===== src/rtl/posit_mul_arbiter.sv =====
// Round-robin scheduler sharing one posit_mul between NUM_REQ requesters.
// Completion is taken on the rising edge of mul_done; a watchdog flushes a hung multiplier.
module posit_mul_arbiter #(
   parameter int NUM_REQ = 4,
   parameter int TIMEOUT = 255
) (
   input  logic                  clk,
   input  logic                  rst,
   input  logic [NUM_REQ-1:0]    req_valid,
   input  logic [32*NUM_REQ-1:0] req_a,
   input  logic [32*NUM_REQ-1:0] req_b,
   output logic [NUM_REQ-1:0]    req_ready,
   output logic [NUM_REQ-1:0]    rsp_valid,
   output logic [31:0]           rsp_result,
   output logic                  rsp_nar,
   output logic                  rsp_zero,
   output logic                  rsp_timeout,
   output logic                  busy,
   output logic                  mul_start,
   output logic [31:0]           mul_a,
   output logic [31:0]           mul_b,
   output logic                  mul_rst_n,
   input  logic [31:0]           mul_result,
   input  logic                  mul_done,
   input  logic                  mul_nar,
   input  logic                  mul_zero
);
   localparam int          PW       = $clog2(NUM_REQ);
   localparam logic [9:0]  CNT_LAST = 10'(TIMEOUT - 1);
   localparam logic [31:0] NAR      = 32'h8000_0000;

   typedef enum logic [2:0] {
      IDLE  = 3'd0,
      ISSUE = 3'd1,
      WAIT  = 3'd2,
      FLUSH = 3'd3,
      RESP  = 3'd4
   } state_t;

   state_t              state_q, state_d;
   logic [PW-1:0]       ptr_q, ptr_d;
   logic [PW-1:0]       win_q, win_d;
   logic [9:0]          cnt_q, cnt_d;
   logic                flush_q, flush_d;
   logic                mul_done_q;
   logic [31:0]         mul_a_q, mul_a_d;
   logic [31:0]         mul_b_q, mul_b_d;
   logic                mul_start_q, mul_start_d;
   logic                mul_rst_n_q, mul_rst_n_d;
   logic [NUM_REQ-1:0]  req_ready_q, req_ready_d;
   logic [NUM_REQ-1:0]  rsp_valid_q, rsp_valid_d;
   logic [31:0]         rsp_result_q, rsp_result_d;
   logic                rsp_nar_q, rsp_nar_d;
   logic                rsp_zero_q, rsp_zero_d;
   logic                rsp_timeout_q, rsp_timeout_d;
   logic                busy_q;
   logic                found;
   logic [PW-1:0]       pick;
   logic [PW:0]         idx;
   logic                done_edge;

   assign done_edge = mul_done & ~mul_done_q;

   // Search upward from ptr_q, wrapping modulo NUM_REQ, for the first valid requester.
   always_comb begin
      found = 1'b0;
      pick  = '0;
      idx   = '0;
      for (int i = 0; i < NUM_REQ; i++) begin
         idx = {1'b0, ptr_q} + (PW+1)'(i);
         if (idx >= (PW+1)'(NUM_REQ)) begin
            idx = idx - (PW+1)'(NUM_REQ);
         end else begin
            idx = idx;
         end
         if (!found && req_valid[idx[PW-1:0]]) begin
            found = 1'b1;
            pick  = idx[PW-1:0];
         end else begin
            found = found;
         end
      end
   end

   always_comb begin
      state_d       = state_q;
      ptr_d         = ptr_q;
      win_d         = win_q;
      cnt_d         = cnt_q;
      flush_d       = 1'b0;
      mul_a_d       = mul_a_q;
      mul_b_d       = mul_b_q;
      mul_start_d   = 1'b0;
      mul_rst_n_d   = 1'b1;
      req_ready_d   = '0;
      rsp_valid_d   = '0;
      rsp_result_d  = rsp_result_q;
      rsp_nar_d     = rsp_nar_q;
      rsp_zero_d    = rsp_zero_q;
      rsp_timeout_d = rsp_timeout_q;
      case (state_q)
         IDLE: begin
            if (found) begin
               mul_a_d           = req_a[{pick, 5'd0} +: 32];
               mul_b_d           = req_b[{pick, 5'd0} +: 32];
               win_d             = pick;
               ptr_d             = (pick == PW'(NUM_REQ - 1)) ? '0 : pick + PW'(1);
               req_ready_d[pick] = 1'b1;
               mul_start_d       = 1'b1;
               state_d           = ISSUE;
            end else begin
               state_d = IDLE;
            end
         end
         ISSUE: begin
            cnt_d   = '0;
            state_d = WAIT;
         end
         WAIT: begin
            cnt_d = cnt_q + 10'd1;
            // A completion edge in the final watchdog cycle still counts as a normal result.
            if (done_edge) begin
               rsp_result_d       = mul_result;
               rsp_nar_d          = mul_nar;
               rsp_zero_d         = mul_zero;
               rsp_timeout_d      = 1'b0;
               rsp_valid_d[win_q] = 1'b1;
               state_d            = RESP;
            end else if (cnt_q == CNT_LAST) begin
               mul_rst_n_d = 1'b0;
               state_d     = FLUSH;
            end else begin
               state_d = WAIT;
            end
         end
         FLUSH: begin
            if (flush_q) begin
               rsp_result_d       = NAR;
               rsp_nar_d          = 1'b1;
               rsp_zero_d         = 1'b0;
               rsp_timeout_d      = 1'b1;
               rsp_valid_d[win_q] = 1'b1;
               state_d            = RESP;
            end else begin
               mul_rst_n_d = 1'b0;
               flush_d     = 1'b1;
               state_d     = FLUSH;
            end
         end
         RESP: begin
            state_d = IDLE;
         end
         default: begin
            state_d = IDLE;
         end
      endcase
   end

   always_ff @(posedge clk) begin
      if (rst) begin
         state_q       <= IDLE;
         ptr_q         <= '0;
         win_q         <= '0;
         cnt_q         <= '0;
         flush_q       <= 1'b0;
         mul_done_q    <= 1'b0;
         mul_a_q       <= '0;
         mul_b_q       <= '0;
         mul_start_q   <= 1'b0;
         mul_rst_n_q   <= 1'b0;
         req_ready_q   <= '0;
         rsp_valid_q   <= '0;
         rsp_result_q  <= '0;
         rsp_nar_q     <= 1'b0;
         rsp_zero_q    <= 1'b0;
         rsp_timeout_q <= 1'b0;
         busy_q        <= 1'b0;
      end else begin
         state_q       <= state_d;
         ptr_q         <= ptr_d;
         win_q         <= win_d;
         cnt_q         <= cnt_d;
         flush_q       <= flush_d;
         mul_done_q    <= mul_done;
         mul_a_q       <= mul_a_d;
         mul_b_q       <= mul_b_d;
         mul_start_q   <= mul_start_d;
         mul_rst_n_q   <= mul_rst_n_d;
         req_ready_q   <= req_ready_d;
         rsp_valid_q   <= rsp_valid_d;
         rsp_result_q  <= rsp_result_d;
         rsp_nar_q     <= rsp_nar_d;
         rsp_zero_q    <= rsp_zero_d;
         rsp_timeout_q <= rsp_timeout_d;
         busy_q        <= (state_d != IDLE);
      end
   end

   assign req_ready   = req_ready_q;
   assign rsp_valid   = rsp_valid_q;
   assign rsp_result  = rsp_result_q;
   assign rsp_nar     = rsp_nar_q;
   assign rsp_zero    = rsp_zero_q;
   assign rsp_timeout = rsp_timeout_q;
   assign busy        = busy_q;
   assign mul_start   = mul_start_q;
   assign mul_a       = mul_a_q;
   assign mul_b       = mul_b_q;
   assign mul_rst_n   = mul_rst_n_q;

endmodule


===== config.mk =====
export PLATFORM = sky130hd
export DESIGN_NAME = posit_mul_arbiter
export DESIGN_NICKNAME = d
export VERILOG_FILES = /design/src/rtl/posit_mul_arbiter.sv
export SDC_FILE = /design/constraint.sdc
export NUM_CORES = 1
export LEC_CHECK = 0
export ABC_AREA = 1
export CAP_MARGIN = 20
export CORE_AREA = 2 2 157 159
export CTS_CLUSTER_DIAMETER = 60
export DETAILED_ROUTE_END_ITERATION = 8
export DIE_AREA = 0 0 159 161
export DONT_BUFFER_PORTS = 1
export PLACE_DENSITY = 0.58
export SYNTH_ARGS = -nofsm -noshare
export SYNTH_HDL_FRONTEND = slang
export SYNTH_SLANG_ARGS = --single-unit

===== constraint.sdc =====
create_clock -name clk -period 2.1 [get_ports clk]
set_input_delay 0 -clock clk [delete_from_list [all_inputs] [get_ports clk]]
set_output_delay 0 -clock clk [all_outputs]
set_load 0.005 [all_outputs]

* After elaboration in Yosys (flattened, before gate mapping) *
Cells that the tools add are included.

word-level totals
  logic and storage cells = 120
  flip-flop bits (word level) = 129
  output and inout port bits = 110
  input port bits = 297

cells by class
  multiplexer cells = 51
  bitwise logic cells = 5
  $lt $le $gt $ge = 12
  eq/ne operators = 7
  $add $sub $neg = 9
  reduce and logical (&&, ||, !) cells = 17
  shifts and indexed selects = 2

operators by type and width
  kind                                                        count
  indexed part select 128 x 8 -> 32 bit                       2
  2-to-1 mux 32 bit                                           2
  one-hot mux 32 bit (2 select lines)                         1
  2-to-1 mux 1 bit                                            22
  one-hot mux 10 bit (2 select lines)                         1
  less-than comparator 2 x 3 -> 1 bit, second input constant  6
  2-to-1 mux 2 bit                                            9
  one-hot mux 3 bit (4 select lines)                          1
  adder 10 x 1 -> 10 bit, second input constant               1
  equality test 10 x 8 -> 1 bit, second input constant        1
  >= comparator 3 bit, second input constant                  3
  binary-select mux 1 bit (select 2 bit)                      4
  2-to-1 mux 4 bit                                            2
  one-hot mux 1 bit (2 select lines)                          4
  one-hot mux 4 bit (2 select lines)                          1
  subtractor 2 x 1 -> 2 bit, second input constant            4
  adder 2 x 2 -> 3 bit, second input constant                 2
  equality test 3 x 2 -> 1 bit, second input constant         2
  2-to-1 mux 3 bit                                            2
  logical AND 1 bit                                           5
  demux 1 bit (select 2 bit)                                  2
  >= comparator 2 x 1 -> 1 bit, second input constant         2
  != test 2 bit, second input constant                        2
  inverter 1 bit                                              4
  other kinds (14)                                            18

* Depth between registers and ports, before layout *
  depth after elaboration = 18
  mapped depth = 17
  depth with buffers taken out = 15

* Worst setup path after synthesis *
No wires, ideal clock.

  kind = flip-flop to flip-flop
  start = register ptr_q[0]
  end = register ptr_q[1]
  setup time = 0.120 ns
  setup slack = 0.054 ns
  period minus slack after synthesis = 2.046 ns
  buffers on the path = 2
  data arrival time = 1.926 ns
  cell stages (with the launch flop) = 13
  data required time = 1.980 ns
  cells stage by stage = dfxtp_1 buf_4 nand2_1 nand3_1 nand2_1 nor2_4 nand3_1 nand2_2 inv_1 buf_2 ha_1 o21ai_0 a21oi_1

on the way
  cells in the longest elaborated chain, start to end = 16
  elaborated cells on any way between the ends = 41
  those cells by class = add/sub: 8; order compare: 4; eq/ne: 1; mux: 21; reduce/logical: 7

ends and longest elaborated chain
  item                                                                           RTL line  text
  start, declared                                                                41        logic [PW-1:0] ptr_q, ptr_d;
  start signal, assigned                                                         180       ptr_q <= ptr_d;
  parallel branches: the longest is 13 deep, another holds adder 2 x 1 -> 3 bit  n/a
  2-to-1 mux 2 bit (*)                                                           76        if (!found && req_valid[idx[PW-1:0]]) begin
  net pick[1]                                                                    58        logic [PW-1:0] pick;
  adder 2 x 1 -> 2 bit or equality test 2 bit (tied branches)                    107       ptr_d = (pick == PW'(NUM_REQ - 1)) ? '0 : pick + PW'(1);
  2-to-1 mux 2 bit (*)                                                           107

Mark *: on every way through the listed nets, which the timed path passes. The select of a mux whose other input is x is not followed.
A chain may end at the register's enable or synchronous reset.

* Final worst setup path *
  start = register ptr_q[0]
  end = register mul_a_q[10], in the netlist mul_a[10]

on the way
  cells in the longest elaborated chain, start to end = 15
  elaborated cells on any way between the ends = 39
  those cells by class = add/sub: 7; order compare: 4; shift: 1; mux: 20; reduce/logical: 7

ends and longest elaborated chain
  item                                                                           RTL line  text
  parallel branches: the longest is 15 deep, another holds adder 2 x 1 -> 3 bit  n/a
  end signal, assigned                                                           185       mul_a_q <= mul_a_d;
  end, declared                                                                  46        logic [31:0] mul_a_q, mul_a_d;

Several ways; the timed one is not identified. The select of a mux whose other input is x is not followed.

==> summary.txt <==
Timing
  • Clk_skew: 0.01367 ns
  • RSZ-0062 raised after global routing: yes
  • Worst-Margin Slew: 0.3723 ns
  • WHS: 0.2837 ns
  • Slew HR: 75.14%
  • Slew Viols, Final: 0
  • Final setup fails: 0
  • Final period utilization: 98.86%
  • Final WS setup: 0.02397 ns
  • Final hold vios: 0
  • Achievable frequency: 481.7 MHz
  • Fin Setup TNS: 0 ns
  • Min cycle time layout: 2.076 ns

Setup path
  • Crit path required time: 2.42 ns
  • Type of origin of the critical path: flop
  • Largest stage delay, worst path: 0.36 ns
  • Critical path fanouts, max: 14
  • Crit-path leading delay family: simple AND/OR/NAND/NOR gates
  • CP cell instances: buf_6, nand2_2, nand2_2, nand2_1, nand2_1, nand2_2, nand2_2, nand2_2, nand3_4, buf_4, clkbuf_16, nand2_1, nand2_1, nor2_1, nor2_1
  • R2r worst-path depth: 15
  • Worst path bufs/invs: 3
  • Arrival time worst endpoint: 2.39 ns
  • CP max stage cell: dfxtp_4
  • Worst reg-to-reg setup slack: 0.02 ns
  • Crit Reg-Reg Startpoint: ptr_q[0]$_SDFFE_PP0P_
  • Most used cell, CP: nand2_2
  • WS Path Type: flop to flop
  • Worst R2R End: mul_a[10]$_SDFFE_PP0P_
  • CP endpoint kind: flop
  • Levels on crit path: 15

Detailed routing
  • Routed len/inst: 17.67 µm
  • DRC: 0
  • Routed vias: 9521
  • DRT iter0 DRCs: 866
  • DRT antenna net count: 0
  • DRT Pass-1 Iters: 6
  • WL final: 33580 µm
  • Post-DR vias/cell: 5.011

Finish
  • Area growth syn-to-layout: 61.13%
  • Share of post-route cells with drive strength above 1: 9.466%
  • Design Area, Final: 11930 µm²
  • Nets: 1864

Synth
  • Post-synth top cells: nand2_1 (598), nor2_1 (136), dfxtp_1 (129), nand3_1 (102), inv_1 (96)
  • Post-Synth Simple-Gate Area: 46.71%
  • Syn Area/Cell: 5.829 µm²
  • Post-synth net total: 1573
  • Post-synth EDFFs: 0
  • Post-synthesis xor/xnor area fraction: 0%
  • Largest family of logic cells by synthesized area: simple AND/OR/NAND/NOR gates
  • YS warnings: 0
  • Compound-Gate Fraction of Synth Area: 7.115%
  • Post-synthesis sequential area ratio: 34.88%
  • Synthesized area: 7403 µm²
  • Adder-cell area share of the yosys netlist: 1.014%
  • Synth area leader: dfxtp_1
  • Post-synth top area share: 34.88%
  • Synth unique cells: 34
  • #FFs+latches synth: 129
  • Fraction of registers with async set/reset: 0%
  • Most area-consuming cells after synthesis: dfxtp_1 (35%), nand2_1 (30%), nand3_1 (6.9%)
  • Top_reg_cell synth: dfxtp_1
  • Most numerous cell in the Yosys netlist: nand2_1
  • Cell count after synthesis: 1270
  • Mux cell area share after synthesis: 0%

Clock tree
  • CTS H-tree lvls: 4
  • Clock sink count: 129
  • Number of buffers created by CTS: 17
  • Root buf cell: clkbuf_16
  • CTS Buffer Depth: 2
  • CTS clk-pin slew, worst paths: 0.07 ns
  • Clock latency on the worst-skew pair: 0.43 ns
  • CTS tree: built

Global routing
  • GR Layer Usage met1: 25.26%
  • First-pass GRT wire length: 47670 µm
  • Pin count of the biggest net entering global routing: 73
  • M2 GR Usage: 40.83%
  • Met3 GRT Util: 6.908%
  • GRT busiest layer: met2
  • Number of global-route vias before repair: 9146
  • Initial antenna violation count: 2
  • Total Routing Usage GR: 23.33%
  • Congestion Overflow GR: 0

Pwr
  • Internal power: 9.497 mW
  • Pwr Total: 18.55 mW
  • P_leak: 5.791 nW
  • Combinational Power Share: 62.4%
  • Peak VDD IR: 0.8971 mV
  • Sw Ratio: 48.79%
  • Psw: 9.050 mW
  • Sequential Power Share: 20.4%
  • Pwr/cell area: 1555 nW/µm²
  • Clk pwr share: 17.2%

Floorplan
  • Die height: 161 µm
  • Die ar.: 25600 µm²
  • Die Wd: 159 µm
  • Initial Util: 30.89%
  • I/O pin count: 407
  • Core area: 23960 µm²
  • Cell Rows: 57

Hold path
  • Min-delay src: mul_result[2]
  • Hold path depth: 3
  • Worst Hold End: rsp_result[2]$_SDFFE_PP0P_
  • Hold Path Class: input port to flop

Flow run
  • Max Cap Viol: 0

Placed design
  • Dpl hpwl: 18810 µm
  • Placer's final routability congestion estimate: 0.8540
  • PortBufs: 0
  • Post-place setup slack: 0.001616 ns
  • Cell Area, Placed: 7888 µm²

Run status
  • Status: complete, no violations
-- flip-flops by register name, indices dropped and copies added (netlist names) --
name and cells:
busy 1, cnt_q 10, flush_q 1, mul_a 32, mul_b 32, mul_done_q 1
mul_rst_n 1, mul_start 1, ptr_q 2, req_ready 4, rsp_nar 1, rsp_result 32
rsp_timeout 1, rsp_valid 4, rsp_zero 1, state_q 3, win_q 2
-- per-layer routing --
layer,share of wire (%),routed length (µm)
met1,37,12410
met2,49,16360
met3,9.1,3060
met4,5.2,1750
met5,0,0
-- placed cells by master, fill, tap and decap left out, drive strengths merged --
cell type,synthesis,final
a22oi,1,1
clkbuf,26,25
a211oi,4,4
dlygate4sd3,0,293
nand4,1,1
clkinvlp,0,2
a21oi,45,45
o211a,1,1
a21boi,1,1
ha,6,6
o211ai,1,1
nand3,106,106
nand2,603,603
nor2,139,139
o22ai,1,1
dfxtp,129,129
bufinv,0,2
o21ai,43,43
buf,46,43
diode,0,2
or2,1,1
nor3,11,11
a311oi,1,1
inv,102,113
clkinv,1,1
a221oi,1,1
-- layout make-up --
cell class / instances / area (µm²)
antenna: 2 / 5.005
clock buffer: 17 / 425.4
clock inverter: 15 / 188.9
fill: 2193 / 12030
inverter: 103 / 401.6
multi-input combinational: 966 / 4217
sequential: 129 / 2587
tap: 324 / 405.4
timing repair buffer: 344 / 3699
-- per-stage QoR --
stage | util (%) | instances
after floorplan | - | 1270
after global placement | 32.92 | 1556
after detailed placement | 32.92 | 1556
after CTS | 47.84 | 1882
after global routing | 49.78 | 1900
final | 49.78 | 1900
-- worst reg2reg max path, stage by stage (launching register included) --
cell and delay (ns):
dfxtp_4 0.36, buf_6 0.14, nand2_2 0.07, nand2_2 0.07, nand2_1 0.09, nand2_1 0.06
nand2_2 0.09, nand2_2 0.07, nand2_2 0.08, nand3_4 0.19, buf_4 0.22, clkbuf_16 0.18
nand2_1 0.09, nand2_1 0.07, nor2_1 0.14, nor2_1 0.06
-- worst max path at each step --
stage	from	end	slack, ns
floorplan	ptr_q[0]$_SDFFE_PP0P_	ptr_q[1]$_SDFFE_PP0P_	0.05
detailed placement	ptr_q[0]$_SDFFE_PP0P_	mul_b[7]$_SDFFE_PP0P_	0.002
CTS	ptr_q[0]$_SDFFE_PP0P_	mul_b[6]$_SDFFE_PP0P_	0.01
global route	ptr_q[0]$_SDFFE_PP0P_	mul_a[0]$_SDFFE_PP0P_	-0.07
global placement	ptr_q[0]$_SDFFE_PP0P_	mul_b[7]$_SDFFE_PP0P_	0.04
finish	ptr_q[0]$_SDFFE_PP0P_	mul_a[10]$_SDFFE_PP0P_	0.02
-- repair_timing --
item / in CTS / in global routing
setup endpoints to repair: 1 / 106
hold buffers: 294 / 0
gates cloned: 0 / 9
pin swaps: 0 / 10
resized for setup: 1 / 65
setup buffers: 0 / 7
hold endpoints to repair: 120 / 0
-- power groups by stage --
| stage | combinational [mW] | clock, mW | sequential, mW |
|---|---|---|---|
| 2_1_floorplan | 6.49 | 0 | 3.55 |
| 3_3_place_gp | 8.99 | 0 | 3.82 |
| 3_5_place_dp | 9.13 | 0 | 3.81 |
| 4_1_cts | 9.64 | 3.28 | 3.77 |
| 5_1_grt | 12.6 | 3.37 | 3.84 |
| 6_report | 11.6 | 3.19 | 3.79 |
-- kinds of logic (layout without fill, tap and decap cells) --
group | Yosys count | count (layout)
other | 0 | 2
buffers and inverters | 175 | 479
adders and majority gates | 6 | 6
DFF | 129 | 129
AOI/OAI and AO/OA | 99 | 99
and+or+nand+nor | 861 | 861
(Power assumes the default switching activity.)
